### config.mk
export PLATFORM = sky130hd
export DESIGN_NAME = mem_access_unit
export DESIGN_NICKNAME = d
export VERILOG_FILES = /design/src/rtl/mips_mem_pkg.sv /design/src/rtl/mem_op_decode.sv /design/src/rtl/mem_access_unit.sv
export SDC_FILE = /design/constraint.sdc
export NUM_CORES = 1
export LEC_CHECK = 0
export ABC_AREA = 1
export CAP_MARGIN = 15
export CORE_ASPECT_RATIO = 0.8
export CORE_UTILIZATION = 50
export CTS_BUF_LIST = sky130_fd_sc_hd__clkbuf_4 sky130_fd_sc_hd__clkbuf_8 sky130_fd_sc_hd__clkbuf_16
export DETAILED_ROUTE_END_ITERATION = 12
export PLACE_DENSITY = 0.91
export SLEW_MARGIN = 0
export SYNTH_ARGS = -nofsm -noshare
export SYNTH_HDL_FRONTEND = slang
export SYNTH_SLANG_ARGS = --single-unit
### constraint.sdc
create_clock -name clk -period 2.95 [get_ports clk]
set_input_delay 0.7375 -clock clk [delete_from_list [all_inputs] [get_ports clk]]
set_output_delay 0.7375 -clock clk [all_outputs]
set_load 0.05 [all_outputs]
### src/rtl/mips_mem_pkg.sv
// Shared encodings for the load/store sequencer in front of the data RAM.
package mips_mem_pkg;

  typedef enum logic [2:0] {
    MEM_LB  = 3'd0,
    MEM_LBU = 3'd1,
    MEM_LH  = 3'd2,
    MEM_LHU = 3'd3,
    MEM_LW  = 3'd4,
    MEM_SB  = 3'd5,
    MEM_SH  = 3'd6,
    MEM_SW  = 3'd7
  } mem_op_e;

  localparam logic [1:0] MASK_BYTE = 2'b00;
  localparam logic [1:0] MASK_HALF = 2'b01;
  localparam logic [1:0] MASK_WORD = 2'b10;

  localparam logic [4:0] EXC_ADEL = 5'd4;
  localparam logic [4:0] EXC_ADES = 5'd5;

  typedef enum logic [1:0] {
    ST_IDLE   = 2'd0,
    ST_ACCESS = 2'd1,
    ST_DONE   = 2'd2,
    ST_EXC    = 2'd3
  } mau_state_e;

endpackage

### src/rtl/mem_op_decode.sv
// Combinational decode of a memory op: direction, access size, sign
// extension, and natural-alignment check of the effective address.
module mem_op_decode
  import mips_mem_pkg::*;
(
  input  logic [2:0] op_i,
  input  logic [1:0] ea_lo_i,
  output logic       is_store_o,
  output logic [1:0] mask_o,
  output logic       signed_ext_o,
  output logic       misaligned_o
);

  // Op table lookup; alignment depends only on the access size.
  always_comb begin
    is_store_o   = 1'b0;
    mask_o       = MASK_BYTE;
    signed_ext_o = 1'b0;
    case (op_i)
      MEM_LB:  begin mask_o = MASK_BYTE; signed_ext_o = 1'b1; end
      MEM_LBU: begin mask_o = MASK_BYTE; end
      MEM_LH:  begin mask_o = MASK_HALF; signed_ext_o = 1'b1; end
      MEM_LHU: begin mask_o = MASK_HALF; end
      MEM_LW:  begin mask_o = MASK_WORD; end
      MEM_SB:  begin mask_o = MASK_BYTE; is_store_o = 1'b1; end
      MEM_SH:  begin mask_o = MASK_HALF; is_store_o = 1'b1; end
      MEM_SW:  begin mask_o = MASK_WORD; is_store_o = 1'b1; end
      default: begin mask_o = MASK_BYTE; end
    endcase
    misaligned_o = ((mask_o == MASK_HALF) && ea_lo_i[0]) ||
                   ((mask_o == MASK_WORD) && (ea_lo_i != 2'b00));
  end

endmodule

### src/rtl/mem_access_unit.sv
// Load/store sequencer between the multicycle control FSM and the data RAM.
//
//   state  | meaning
//   IDLE   | ready for a request; address formed and checked on accept
//   ACCESS | RAM port driven; store writes once, load waits then captures
//   DONE   | one-cycle completion pulse
//   EXC    | one-cycle completion pulse flagged as an address error
module mem_access_unit
  import mips_mem_pkg::*;
#(
  parameter int unsigned WAIT_CYCLES = 1,
  parameter int unsigned ADDR_W      = 32
) (
  input  logic              clk,
  input  logic              rst_n,
  input  logic              req_valid,
  output logic              req_ready,
  input  logic [2:0]        req_op,
  input  logic [31:0]       req_base,
  input  logic [15:0]       req_offset,
  input  logic [31:0]       req_wdata,
  input  logic              flush,
  output logic              resp_valid,
  output logic [31:0]       resp_rdata,
  output logic              resp_exc,
  output logic [4:0]        resp_exc_code,
  output logic [ADDR_W-1:0] resp_badvaddr,
  output logic              ram_we,
  output logic [ADDR_W-1:0] ram_addr,
  output logic [1:0]        ram_mask,
  output logic              ram_signed_ext,
  output logic [31:0]       ram_wdata,
  input  logic [31:0]       ram_rdata
);

  localparam logic [3:0] CNT_INIT = 4'(WAIT_CYCLES - 1);

  mau_state_e        state_q, state_d;
  logic [3:0]        cnt_q, cnt_d;
  logic              is_store_q;
  logic [ADDR_W-1:0] ram_addr_q;
  logic [1:0]        ram_mask_q;
  logic              ram_sext_q;
  logic [31:0]       ram_wdata_q;
  logic [31:0]       rdata_q;
  logic [4:0]        exc_code_q;
  logic [ADDR_W-1:0] badvaddr_q;

  logic [31:0]       ea_full;
  logic [ADDR_W-1:0] ea;
  logic              dec_is_store;
  logic [1:0]        dec_mask;
  logic              dec_sext;
  logic              dec_misaligned;
  logic              accept;
  logic              capture;

  // Wraps mod 2^32; no overflow trap on address arithmetic.
  assign ea_full = req_base + {{16{req_offset[15]}}, req_offset};
  assign ea      = ea_full[ADDR_W-1:0];

  mem_op_decode u_decode (
    .op_i         (req_op),
    .ea_lo_i      (ea[1:0]),
    .is_store_o   (dec_is_store),
    .mask_o       (dec_mask),
    .signed_ext_o (dec_sext),
    .misaligned_o (dec_misaligned)
  );

  assign accept = (state_q == ST_IDLE) && req_valid;

  // Next-state, counter and load-capture decisions.
  always_comb begin
    state_d = state_q;
    cnt_d   = cnt_q;
    capture = 1'b0;
    case (state_q)
      ST_IDLE: begin
        if (req_valid) begin
          if (dec_misaligned) begin
            state_d = ST_EXC;
          end else begin
            state_d = ST_ACCESS;
            cnt_d   = dec_is_store ? 4'd0 : CNT_INIT;
          end
        end
      end
      ST_ACCESS: begin
        if (flush) begin
          state_d = ST_IDLE;
          cnt_d   = 4'd0;
        end else if (is_store_q) begin
          state_d = ST_DONE;
        end else if (cnt_q == 4'd0) begin
          state_d = ST_DONE;
          capture = 1'b1;
        end else begin
          cnt_d = cnt_q - 4'd1;
        end
      end
      ST_DONE, ST_EXC: begin
        state_d = ST_IDLE;
        cnt_d   = 4'd0;
      end
      default: begin
        state_d = ST_IDLE;
        cnt_d   = 4'd0;
      end
    endcase
  end

  // Flush suppresses the write and the completion pulse in the same cycle.
  always_comb begin
    req_ready      = (state_q == ST_IDLE);
    resp_valid     = ((state_q == ST_DONE) || (state_q == ST_EXC)) && !flush;
    resp_exc       = (state_q == ST_EXC) && !flush;
    ram_we         = (state_q == ST_ACCESS) && is_store_q && !flush;
    resp_rdata     = rdata_q;
    resp_exc_code  = exc_code_q;
    resp_badvaddr  = badvaddr_q;
    ram_addr       = ram_addr_q;
    ram_mask       = ram_mask_q;
    ram_signed_ext = ram_sext_q;
    ram_wdata      = ram_wdata_q;
  end

  // State, RAM-port shadow registers, MDR and exception capture.
  always_ff @(posedge clk or negedge rst_n) begin
    if (!rst_n) begin
      state_q     <= ST_IDLE;
      cnt_q       <= 4'd0;
      is_store_q  <= 1'b0;
      ram_addr_q  <= '0;
      ram_mask_q  <= 2'b00;
      ram_sext_q  <= 1'b0;
      ram_wdata_q <= 32'd0;
      rdata_q     <= 32'd0;
      exc_code_q  <= 5'd0;
      badvaddr_q  <= '0;
    end else begin
      state_q <= state_d;
      cnt_q   <= cnt_d;
      if (accept && !dec_misaligned) begin
        is_store_q  <= dec_is_store;
        ram_addr_q  <= ea;
        ram_mask_q  <= dec_mask;
        ram_sext_q  <= dec_sext;
        ram_wdata_q <= req_wdata;
      end
      if (accept && dec_misaligned) begin
        exc_code_q <= dec_is_store ? EXC_ADES : EXC_ADEL;
        badvaddr_q <= ea;
      end
      if (capture) begin
        rdata_q <= ram_rdata;
      end
    end
  end

endmodule

==> out/metrics.yaml <==
grt:
  use_met2_pct: 53.27
  grt_pass1_wl_um: 39720
  antenna_found_initial: 0
  use_met1_pct: 40.09
  grt-ovfl-total: 0
  busiest_layer: "met2"
  grt_start_max_net_pins: 62
  grt_use_met3_pct: 6.859
  grt_pass1_vias: 7851
  gr-usage-all-layers_pct: 31.96
yosys:
  yosysMostFrequentCell: "nand2_1"
  async_reset_ff_share_pct: 100.0
  ys_ff_latch: 140
  ys_seq_area_share_pct: 44.24
  yosysWarnings: 0
  synth_cells: 1033
  yosys-top-cells-area: "dfrtp_1, nand2_1, inv_1"
  avgSynthCellArea_um2: 7.666
  ys_types: 36
  yosysTopAreaCell: "dfrtp_1"
  synth_edf_count: 0
  synthFlopType: "dfrtp_1"
  netlist_area_um2: 7919
  synth.top_cells.by_count: "nand2_1, dfrtp_1, inv_1"
  yosys.area.top_type_share_pct: 44.24
finish:
  area_growth_pct: 44.95
  fin_area_um2: 11480
  instances_no_fill: 1534
  fin_util_pct: 75.20
  fill_cells: 1064
  layout-drive-gt1-share_pct: 8.459
  n_antenna_cell: 0
  final_nets: 1464
power_and_ir_drop:
  peakVddDrop_mv: 0.9538
  powerDensity_nw_per_um2: 1161
  p_leak_nw: 6.024
  fin_total_pwr_mw: 13.33
timing:
  hold_viol: 0
  maxSlewHeadroom_pct: 61.27
  drv_slew: 0
  tightest_slew_ps: 579.1
  finalSetupTns_ps: 0
  fin_skew_ps: 12.10
  fin_crit_sh_pct: 92.08
  setup_slack_ps: 233.7
  rsz0062_at_grt: "false"
  hold_slack_ps: 299.5
  fmax_mhz: 368.2
  setup_viol: 0
  min_period_ps: 2716
clock_tree:
  root_buffer: "clkbuf_16"
  cts_resized: 0
  hold_buffers: 0
  ctsHtreeMaxLevel: 4
  cts.clk_slew.worst_paths_ps: 60
  cts_tree: "yes"
  cts.sinks: 140
  cts_setup_buffers: 0
  clkLatencyLatePin_ps: 420
  clk_path_buf_depth: 2
  cts_buffers: 17
routing:
  ant_nets: 0
  drc_errors: 0
  vias_per_cell: 5.156
  drtPass1Iterations: 6
  wirelength_um: 25150
  vias: 7910
  drtIter0Drc: 727
  post_drt_wl_per_cell_um: 16.39
die:
  start_util_pct: 51.88
  core-area_um2: 15260
  std_cell_rows: 40
  fp.dieH_um: 114.6
  die_area_um2: 16350
  top_level_ports: 259
  die_w_um: 142.7
setup_path:
  crit_path_start_kind: "input pin"
  crit_path_end_kind: "flop"
  critPathKind: "in2reg"
  cp_max_fo: 30
  reg2reg_slack_ps: 1260
  arrival_ps: 3010
  required_ps: 3240
place:
  gp_congestion: 0.9432
  port_buffers: 255
  dp_hpwl_um: 18800
  post_dp_cell_area_um2: 10910
  placedCellCount: 1502
  dp_slack_ps: -146.5
flow_run:
  drv_cap: 0
outcome:
  outcome: "complete, no violations"
hold_path:
  min_path_type: "in2async"
[cell usage in the layout, fill, tap and decap left out, drive strengths merged, types with 2 or more instances in the layout]
cell / n
xor2: 7
clkdlybuf4s50: 251
conb: 3
nand3b: 4
dfrtp: 140
o21ai: 22
nand4: 3
o21bai: 3
inv: 132
nor2: 55
xnor2: 9
or2: 2
clkbuf: 18
clkinvlp: 4
buf: 32
a21oi: 23
nor3: 5
nand3: 65
mux2: 32
nand2: 467
clkinv: 5
ha: 33
[registers in the layout (all words and copies together), names as in the netlist]
name,count
ram_mask,2
cnt_q,4
resp_badvaddr,32
ram_signed_ext,1
ram_addr,32
state_q,2
resp_exc_code,2
resp_rdata,32
ram_wdata,32
is_store_q,1
[layout make-up]
cell class	instances	area (um^2)	area share, %
flip-flops and latches	140	3503	30.52
repair buffers	283	2894	25.21
clock inverters	14	137.6	1.199
multi-input cells	741	3767	32.82
inverters	128	480.5	4.186
well taps	210	262.8	2.289
clock buffers	18	432.9	3.772
[final timing paths]
path,start,cells after the start,end
hold / removal,rst_n,1,resp_rdata[24]$_DFFE_PN0P_
setup reg to reg,state_q[1]$_DFFE_PN0P_,8,resp_rdata[5]$_DFFE_PN0P_
hold reg to reg,resp_exc_code[2]$_DFFE_PN0P_,1,resp_exc_code[2]$_DFFE_PN0P_
max in group asynchronous,rst_n,2,resp_badvaddr[8]$_DFFE_PN0P_
min in group clk,resp_exc_code[2]$_DFFE_PN0P_,1,resp_exc_code[2]$_DFFE_PN0P_
setup / recovery,req_base[0],11,ram_mask[1]$_DFFE_PN0P_
[kinds of logic (layout without fill, tap and decap cells)]
kind of cell | count (synthesis) | after routing | share of synthesized area, %
AOI/OAI and AO/OA | 53 | 53 | 3.634
xor gates and xnor gates | 16 | 16 | 1.770
adders and majority gates | 34 | 34 | 5.467
buffers and inverters | 154 | 443 | 8.279
DFF | 140 | 140 | 44.24
muxes | 32 | 32 | 5.972
other | 1 | 3 | 0.04736
and+or+nand+nor | 603 | 603 | 30.59
[routing by layer]
metal | up-vias | wire length (um) | share of wire [%]
met1 | 3602 | 10020 | 40
li1 | 3764 | - | -
met4 | 0 | 1003 | 4.0
met5 | - | 0 | 0
met3 | 90 | 2362 | 9.4
met2 | 454 | 11770 | 47
[critical path: stages]
cell and delay [ps]:
clkdlybuf4s50_1 430, ha_1 260, fa_1 500, inv_1 80, o21ai_1 230, nand2_2 140, nand2_2 120, inv_2 110
buf_12 180, nor2_1 130, a31oi_1 60
[report_power, final]
part | leakage (nW) | switching (mW) | internal (mW)
sequential | 1.73 | 0.632 | 2.84
clock | 0.269 | 0.904 | 1.19
combinational | 4.03 | 5.07 | 2.70
total | 6.02 | 6.60 | 6.73
No activity file was read; power rests on OpenSTA's default activity.
